### config.mk
export PLATFORM = sky130hd
export DESIGN_NAME = mispred_recovery_ctrl
export DESIGN_NICKNAME = d
export VERILOG_FILES = /design/src/rtl/mispred_recovery_ctrl.sv
export SDC_FILE = /design/constraint.sdc
export NUM_CORES = 1
export LEC_CHECK = 0
export BUFFER_PORTS_ARGS = -buffer_cell sky130_fd_sc_hd__buf_2
export CAP_MARGIN = 20
export CELL_PAD_IN_SITES_DETAIL_PLACEMENT = 1
export CELL_PAD_IN_SITES_GLOBAL_PLACEMENT = 1
export CORE_ASPECT_RATIO = 1.1
export CORE_MARGIN = 3
export CORE_UTILIZATION = 38
export DETAILED_ROUTE_END_ITERATION = 12
export GPL_TIMING_DRIVEN = 0
export PLACE_DENSITY = 0.84
export SLEW_MARGIN = 20
export SYNTH_ARGS = -nofsm -noshare
export SYNTH_HDL_FRONTEND = slang
export SYNTH_SLANG_ARGS = --single-unit
### constraint.sdc
create_clock -name clk -period 3.1 [get_ports clk]
set_clock_uncertainty 0.15 [all_clocks]
set_input_delay 0.155 -clock clk [delete_from_list [all_inputs] [get_ports clk]]
set_output_delay 0.155 -clock clk [all_outputs]
set_load 0.005 [all_outputs]
### src/rtl/mispred_recovery_ctrl.sv
// mispred_recovery_ctrl: sequences mispredict recovery, driving flush level, fetch redirect and rename stall.
// Handles older and full-flush overrides that arrive while a recovery is already in progress.
package mispred_pkg;
    localparam int SQN_W = 6;
    localparam int PC_W = 32;
    typedef struct packed {
        logic taken;
        logic flush;
        logic [SQN_W-1:0] sqN;
        logic [PC_W-1:0] dstPC;
    } BranchProv;
endpackage

module mispred_recovery_ctrl
    import mispred_pkg::*;
#(
    parameter int FLUSH_CYCLES = 2,
    parameter int PERFC_W = 32
) (
    input  logic               clk,
    input  logic               rst,
    input  BranchProv          IN_branch,
    input  logic               IN_redirReady,
    output logic               OUT_mispredFlush,
    output logic               OUT_redirValid,
    output logic [PC_W-1:0]    OUT_redirPC,
    output logic               OUT_redirFull,
    output logic               OUT_rnStall,
    output logic [SQN_W-1:0]   OUT_recSqN,
    output logic [PERFC_W-1:0] OUT_PERFC_recoveries,
    output logic [PERFC_W-1:0] OUT_PERFC_recoveryCycles
);
    typedef enum logic {IDLE, FLUSH} state_t;
    state_t state_q, state_d;
    logic [3:0] cnt_q, cnt_d;
    logic [SQN_W-1:0] sqn_q, sqn_d, sqn_diff;
    logic [PC_W-1:0] pc_q, pc_d;
    logic full_q, full_d, valid_q, valid_d;
    logic [PERFC_W-1:0] rec_q, rec_d, cyc_q, cyc_d;
    logic in_flush, start, ovr, load, xfer, exit_now;

    always_comb begin
        in_flush = state_q == FLUSH;
        sqn_diff = IN_branch.sqN - sqn_q;
        start = !in_flush && IN_branch.taken;
        // The sign bit of the wrapped difference marks the incoming branch as older.
        ovr = in_flush && IN_branch.taken && (IN_branch.flush || (!full_q && sqn_diff[SQN_W-1]));
        load = start || ovr;
        xfer = valid_q && IN_redirReady;
        exit_now = in_flush && cnt_q == 4'd0 && (!valid_q || xfer) && !ovr;
        state_d = load ? FLUSH : exit_now ? IDLE : state_q;
        cnt_d = load ? 4'(FLUSH_CYCLES - 1) : (in_flush && cnt_q != 4'd0) ? cnt_q - 4'd1 : cnt_q;
        valid_d = load ? 1'b1 : xfer ? 1'b0 : valid_q;
        sqn_d = load ? IN_branch.sqN : sqn_q;
        pc_d = load ? IN_branch.dstPC : pc_q;
        full_d = load ? IN_branch.flush : full_q;
        rec_d = (start && !(&rec_q)) ? rec_q + PERFC_W'(1) : rec_q;
        cyc_d = (in_flush && !(&cyc_q)) ? cyc_q + PERFC_W'(1) : cyc_q;
    end

    always_ff @(posedge clk) begin
        if (rst) begin
            state_q <= IDLE;
            cnt_q <= '0;
            valid_q <= 1'b0;
            sqn_q <= '0;
            pc_q <= '0;
            full_q <= 1'b0;
            rec_q <= '0;
            cyc_q <= '0;
        end else begin
            state_q <= state_d;
            cnt_q <= cnt_d;
            valid_q <= valid_d;
            sqn_q <= sqn_d;
            pc_q <= pc_d;
            full_q <= full_d;
            rec_q <= rec_d;
            cyc_q <= cyc_d;
        end
    end

    assign OUT_mispredFlush = state_q == FLUSH;
    assign OUT_rnStall = state_q == FLUSH;
    assign OUT_redirValid = valid_q;
    assign OUT_redirPC = pc_q;
    assign OUT_redirFull = full_q;
    assign OUT_recSqN = sqn_q;
    assign OUT_PERFC_recoveries = rec_q;
    assign OUT_PERFC_recoveryCycles = cyc_q;
endmodule

# After elaboration in Yosys (flattened, before gate mapping)
# Index checks and enable logic that the tools add are counted.
# word_totals
regBits	109
out_inout_bits	106
word_cells	47
input_bits	43
# op_classes
n_mux	6
add_sub_neg	4
n_reduce_logical	28
# op_table
cell	n
$add A32 B1 Y32 const B	2
$reduce_and A32 Y1	2
$logic_and A1 B1 Y1	11
$logic_not A1 Y1	6
$mux W1	6
$reduce_bool A2 Y1	3
$sub A6 B6 Y6	1
$logic_not A4 Y1	1
$reduce_bool A4 Y1	1
$sub A4 B1 Y4 const B	1
$logic_or A1 B1 Y1	3
$reduce_or A2 Y1	1

# Depth between registers and ports, before layout
# logic_depth
ltp_word	8
mapped_depth	9
ltp_nobuf	7

# Least setup slack after synthesis
# OpenSTA, ideal clock, no wires.
# synth_path
path_type	flip-flop to flip-flop
startpoint	reg rec_q[0], in the netlist OUT_PERFC_recoveries[0]
endpoint	reg rec_q[1], in the netlist OUT_PERFC_recoveries[1]
setup_time_ps	128
t_arrival_ps	2051
required_time_ps	2822
setup_slack_ps	771
path_buffers	3
synth_period_minus_slack_ps	2329
stages_incl_launch_ff	10
cell_sequence	dfxtp_1 ha_1 nand2_1 or3_1 buf_2 o31ai_1 buf_2 buf_4 mux2i_1 nor2_1
# synth_via
elab_chain_len	3
word_cells_on_any_way	4
cone_classes	add/sub: 1; reduce/logical: 3
# synth_rtl
element	line	source
start, declared	39	logic [PERFC_W-1:0] rec_q, rec_d, cyc_q, cyc_d;
start signal, assigned	78	rec_q <= rec_d;
parallel branches: the longest is 3 deep, another holds $add A32 B1 Y32	-	
# Several ways; the timed one is not identified.
# A chain may end at the register's enable or synchronous reset.

# Final worst setup path
# Ends and elaborated chain as after synthesis.

==> flow_metrics.env <==
export IMPL_synth_edf_count=0
export IMPL_die_x_um=118
export IMPL_rsz0062_at_grt="no"
export IMPL_synth_cell_types=46
export IMPL_timing_hold_violations_final=0
export IMPL_grt_use_total_pct=23.5
export IMPL_worst_endpoint_required_ns=3.17
export IMPL_floorplan_initialDensity_pct=39.3
export IMPL_area_growth_synth_to_final_pct=31.2
export IMPL_status="completed"
export IMPL_placement_rows=44
export IMPL_diodes=0
export IMPL_critical_path_max_fanout=10
export IMPL_cts_htree_levels=3
export IMPL_cp_start_kind="register"
export IMPL_drive_above_1_share_pct=23.8
export IMPL_post_synth_inst_count=595
export IMPL_compound_gate_fraction_of_synth_area_pct=13.8
export IMPL_number_of_antenna_violations_at_the_first_check_in_global_routing=0
export IMPL_route_vias_total=5276
export IMPL_final_util_pct=51.6
export IMPL_cts_max_path_buffers=2
export IMPL_largest_family_of_logic_cells_by_synthesized_area="simple AND/OR/NAND/NOR gates"
export IMPL_yosys_area_share_adder_pct=1.67
export IMPL_synth_largest_type_area_fraction_pct=41.7
export IMPL_finalWirelength_um=18100
export IMPL_critical_path_class="reg -> reg"
export IMPL_timing_setup_tns_ns=0
export IMPL_hold_path_class="in -> reg"
export IMPL_dpl_cell_count=926
export IMPL_setup_viol_count_final=0
export IMPL_detailedRoute_firstPassIterationCount=4
export IMPL_dominant_cells_by_area_after_synthesis="sky130_fd_sc_hd__dfxtp_1 42%, sky130_fd_sc_hd__nand2b_1 9.4%, sky130_fd_sc_hd__mux2i_1 7.6%"
export IMPL_yosysMostFrequentCell="sky130_fd_sc_hd__dfxtp_1"
export IMPL_global_route_overflow_total=0
export IMPL_insertion_delay_ns=0.36
export IMPL_postSynth_asyncResetShare_pct=0
export IMPL_syn_avg_cell_area_um2=8.80
export IMPL_synthesis_nets=645
export IMPL_actual_slew_at_the_worst_max_slew_pin_ns=0.756
export IMPL_maxSlewHeadroom_pct=48.9
export IMPL_floorplan_die_height_um=129
export IMPL_whs_ns=0.0239
export IMPL_proportion_of_synthesized_chip_area_in_sequential_cells_pct=41.7
export IMPL_post_cts_resize_count=0
export IMPL_first_pass_grt_wire_length_um=29100
export IMPL_p_leak_nw=2.82
export IMPL_final_cells=981
export IMPL_clk_pin_slew_ns=0.08
export IMPL_remaining_drc_errors=0
export IMPL_final_antenna_net_count=0
export IMPL_yosys_top_cells_count="109 x sky130_fd_sc_hd__dfxtp_1, 79 x sky130_fd_sc_hd__nand2b_1, 50 x sky130_fd_sc_hd__a21oi_1"
export IMPL_via_per_inst=5.38
export IMPL_io_pin_count=149
export IMPL_globalplace_congestion=0.771
export IMPL_fmax_mhz=355
export IMPL_largest_net_degree_at_the_start_of_global_routing=19
export IMPL_hpwlAfterDp_um=11900
export IMPL_synth_simple_gate_area_share_pct=28.2
export IMPL_cts_root_buffer_cell="sky130_fd_sc_hd__clkbuf_16"
export IMPL_dieArea_mm2=0.0152
export IMPL_synth_seq_cells=109
export IMPL_timing_max_cap_violations=0
export IMPL_cts_tree="yes"
export IMPL_route_detailed_wl_per_inst_um=18.4
export IMPL_core_area_mm2=0.0133
export IMPL_vias_in_the_first_global_route=5640
export IMPL_syn_area_mm2=0.00524
export IMPL_powerDensity_mw_per_mm2=457
export IMPL_yosys_mux_area_fraction_pct=8.50
export IMPL_overall_power_w=0.00314
export IMPL_worst_endpoint_arrival_ns=2.89
export IMPL_netlist_top_cell_by_area="sky130_fd_sc_hd__dfxtp_1"
export IMPL_tritoncts_num_sinks=109
export IMPL_final_max_slew_violation_count=0
export IMPL_finalNetCount=842
export IMPL_yosys_warnings=0
export IMPL_fin_crit_sh_pct=90.9
export IMPL_layout_min_cycle_time_ns=2.82
export IMPL_critical_path_endpoint_type="register"
export IMPL_vdd_ir_drop_worst_uv=270
export IMPL_post_synth_xor_area_fraction_pct=2.17
export IMPL_dr_first_iter_drc_count=211
export IMPL_synth_main_ff_cell="sky130_fd_sc_hd__dfxtp_1"
export IMPL_cts_inserted_buffers=9
export IMPL_filler_cell_count=1645
export IMPL_numPortBuffers=147
[repair_timing]
item,CTS,global route
hold buffers,39,0
setup buffers,0,0
endpoints found under the hold margin,39,0
[cells by family (layout without fill, tap and decap cells)]
family                     Yosys count  count (layout)
adders and majority gates            7               7
buffers and inverters               50             252
AOI/OAI and AO/OA                  121             121
xor gates and xnor gates            13              13
muxes                               44              44
DFF                                109             109
and+or+nand+nor                    251             251
[sequential cells by signal (all words and copies together) (netlist names)]
name                      flops
cnt_q                         4
OUT_redirPC                  32
OUT_PERFC_recoveries         32
OUT_PERFC_recoveryCycles     32
OUT_recSqN                    6
OUT_redirValid                1
OUT_redirFull                 1
OUT_mispredFlush              1
[metrics by stage]
stage                     instance area, µm²  setup slack [ns]
after floorplan                         5240             0.771
after detailed placement                6200             0.306
after global placement                  6200             0.395
after global routing                    6870            0.0230
after CTS                               6870             0.300
final                                   6870             0.281
[power breakdown]
group / switching [W] / internal (W)
Clock: 0.000581 / 0.000549
Sequential: 0.0000584 / 0.00147
Combinational: 0.000252 / 0.000231
[routing by layer]
layer	share of wire, %	global-route usage (%)	wire length [µm]	up-vias
met2	53	44.6	9550	141
met3	5.1	5.33	917	45
met1	39	25.7	7110	2574
met5	0	0	0	-
li1	-	-	-	2516
met4	2.7	8.62	480	0
[critical path: stages (launching register included)]
cell and delay, ns:
sky130_fd_sc_hd__dfxtp_1 0.42, sky130_fd_sc_hd__ha_1 0.22, sky130_fd_sc_hd__nand2_1 0.14, sky130_fd_sc_hd__or3_1 0.39, sky130_fd_sc_hd__buf_2 0.20, sky130_fd_sc_hd__o31ai_1 0.40
sky130_fd_sc_hd__buf_2 0.30, sky130_fd_sc_hd__buf_4 0.22, sky130_fd_sc_hd__mux2i_1 0.19, sky130_fd_sc_hd__nor2_1 0.06
[area by class of cell]
class,instances,area (µm²),area share (%)
plain buffers,31,140,2.04
repair buffers,186,1130,16.4
clock buffers,9,225,3.28
multi-input cells,436,2840,41.4
well taps,184,230,3.35
inverters,19,71.3,1.04
flip-flops and latches,109,2180,31.8
clock inverters,7,51.3,0.747
[cell usage in the layout (no fill, tap or decap), types with 2 or more instances in the layout]
cell type	Yosys	routed
sky130_fd_sc_hd__clkbuf_16	0	9
sky130_fd_sc_hd__dfxtp_1	109	109
sky130_fd_sc_hd__o21ba_2	3	3
sky130_fd_sc_hd__xnor2_1	6	6
sky130_fd_sc_hd__o211ai_1	2	2
sky130_fd_sc_hd__nor4_1	2	2
sky130_fd_sc_hd__clkinvlp_4	0	4
sky130_fd_sc_hd__and2_1	2	2
sky130_fd_sc_hd__or3_1	35	35
sky130_fd_sc_hd__and4_1	9	9
sky130_fd_sc_hd__nor3_1	8	8
sky130_fd_sc_hd__xor2_1	7	7
sky130_fd_sc_hd__nand2_1	27	27
sky130_fd_sc_hd__nand3_1	17	17
sky130_fd_sc_hd__buf_2	7	154
sky130_fd_sc_hd__mux2i_1	40	40
sky130_fd_sc_hd__clkinv_2	0	2
sky130_fd_sc_hd__o31ai_1	17	17
sky130_fd_sc_hd__ha_1	7	7
sky130_fd_sc_hd__or4_1	14	14
sky130_fd_sc_hd__nor2_1	23	23
sky130_fd_sc_hd__mux2_2	4	4
sky130_fd_sc_hd__a21oi_1	50	50
sky130_fd_sc_hd__o2111ai_1	4	4
sky130_fd_sc_hd__clkbuf_1	21	21
sky130_fd_sc_hd__nand2b_1	79	79
sky130_fd_sc_hd__nor2b_1	6	6
sky130_fd_sc_hd__o21ai_0	36	36
sky130_fd_sc_hd__buf_4	2	2
sky130_fd_sc_hd__inv_1	19	19
sky130_fd_sc_hd__dlygate4sd3_1	0	39
sky130_fd_sc_hd__and3_1	4	4
sky130_fd_sc_hd__or2_2	5	5
sky130_fd_sc_hd__nand4_1	14	14
[path summary, 6_finish.rpt]
kind	slack [ns]	depth (start not counted)	endpoint	from
hold reg to reg	0.33	2	OUT_redirPC[24]	OUT_redirPC[24]
setup / recovery	0.28	9	OUT_PERFC_recoveries[1]	OUT_PERFC_recoveries[0]
setup reg to reg	0.28	9	OUT_PERFC_recoveries[1]	OUT_PERFC_recoveries[0]
hold / removal	0.02	3	OUT_redirValid	IN_redirReady
Note: power is estimated with default switching activity, not from simulation.
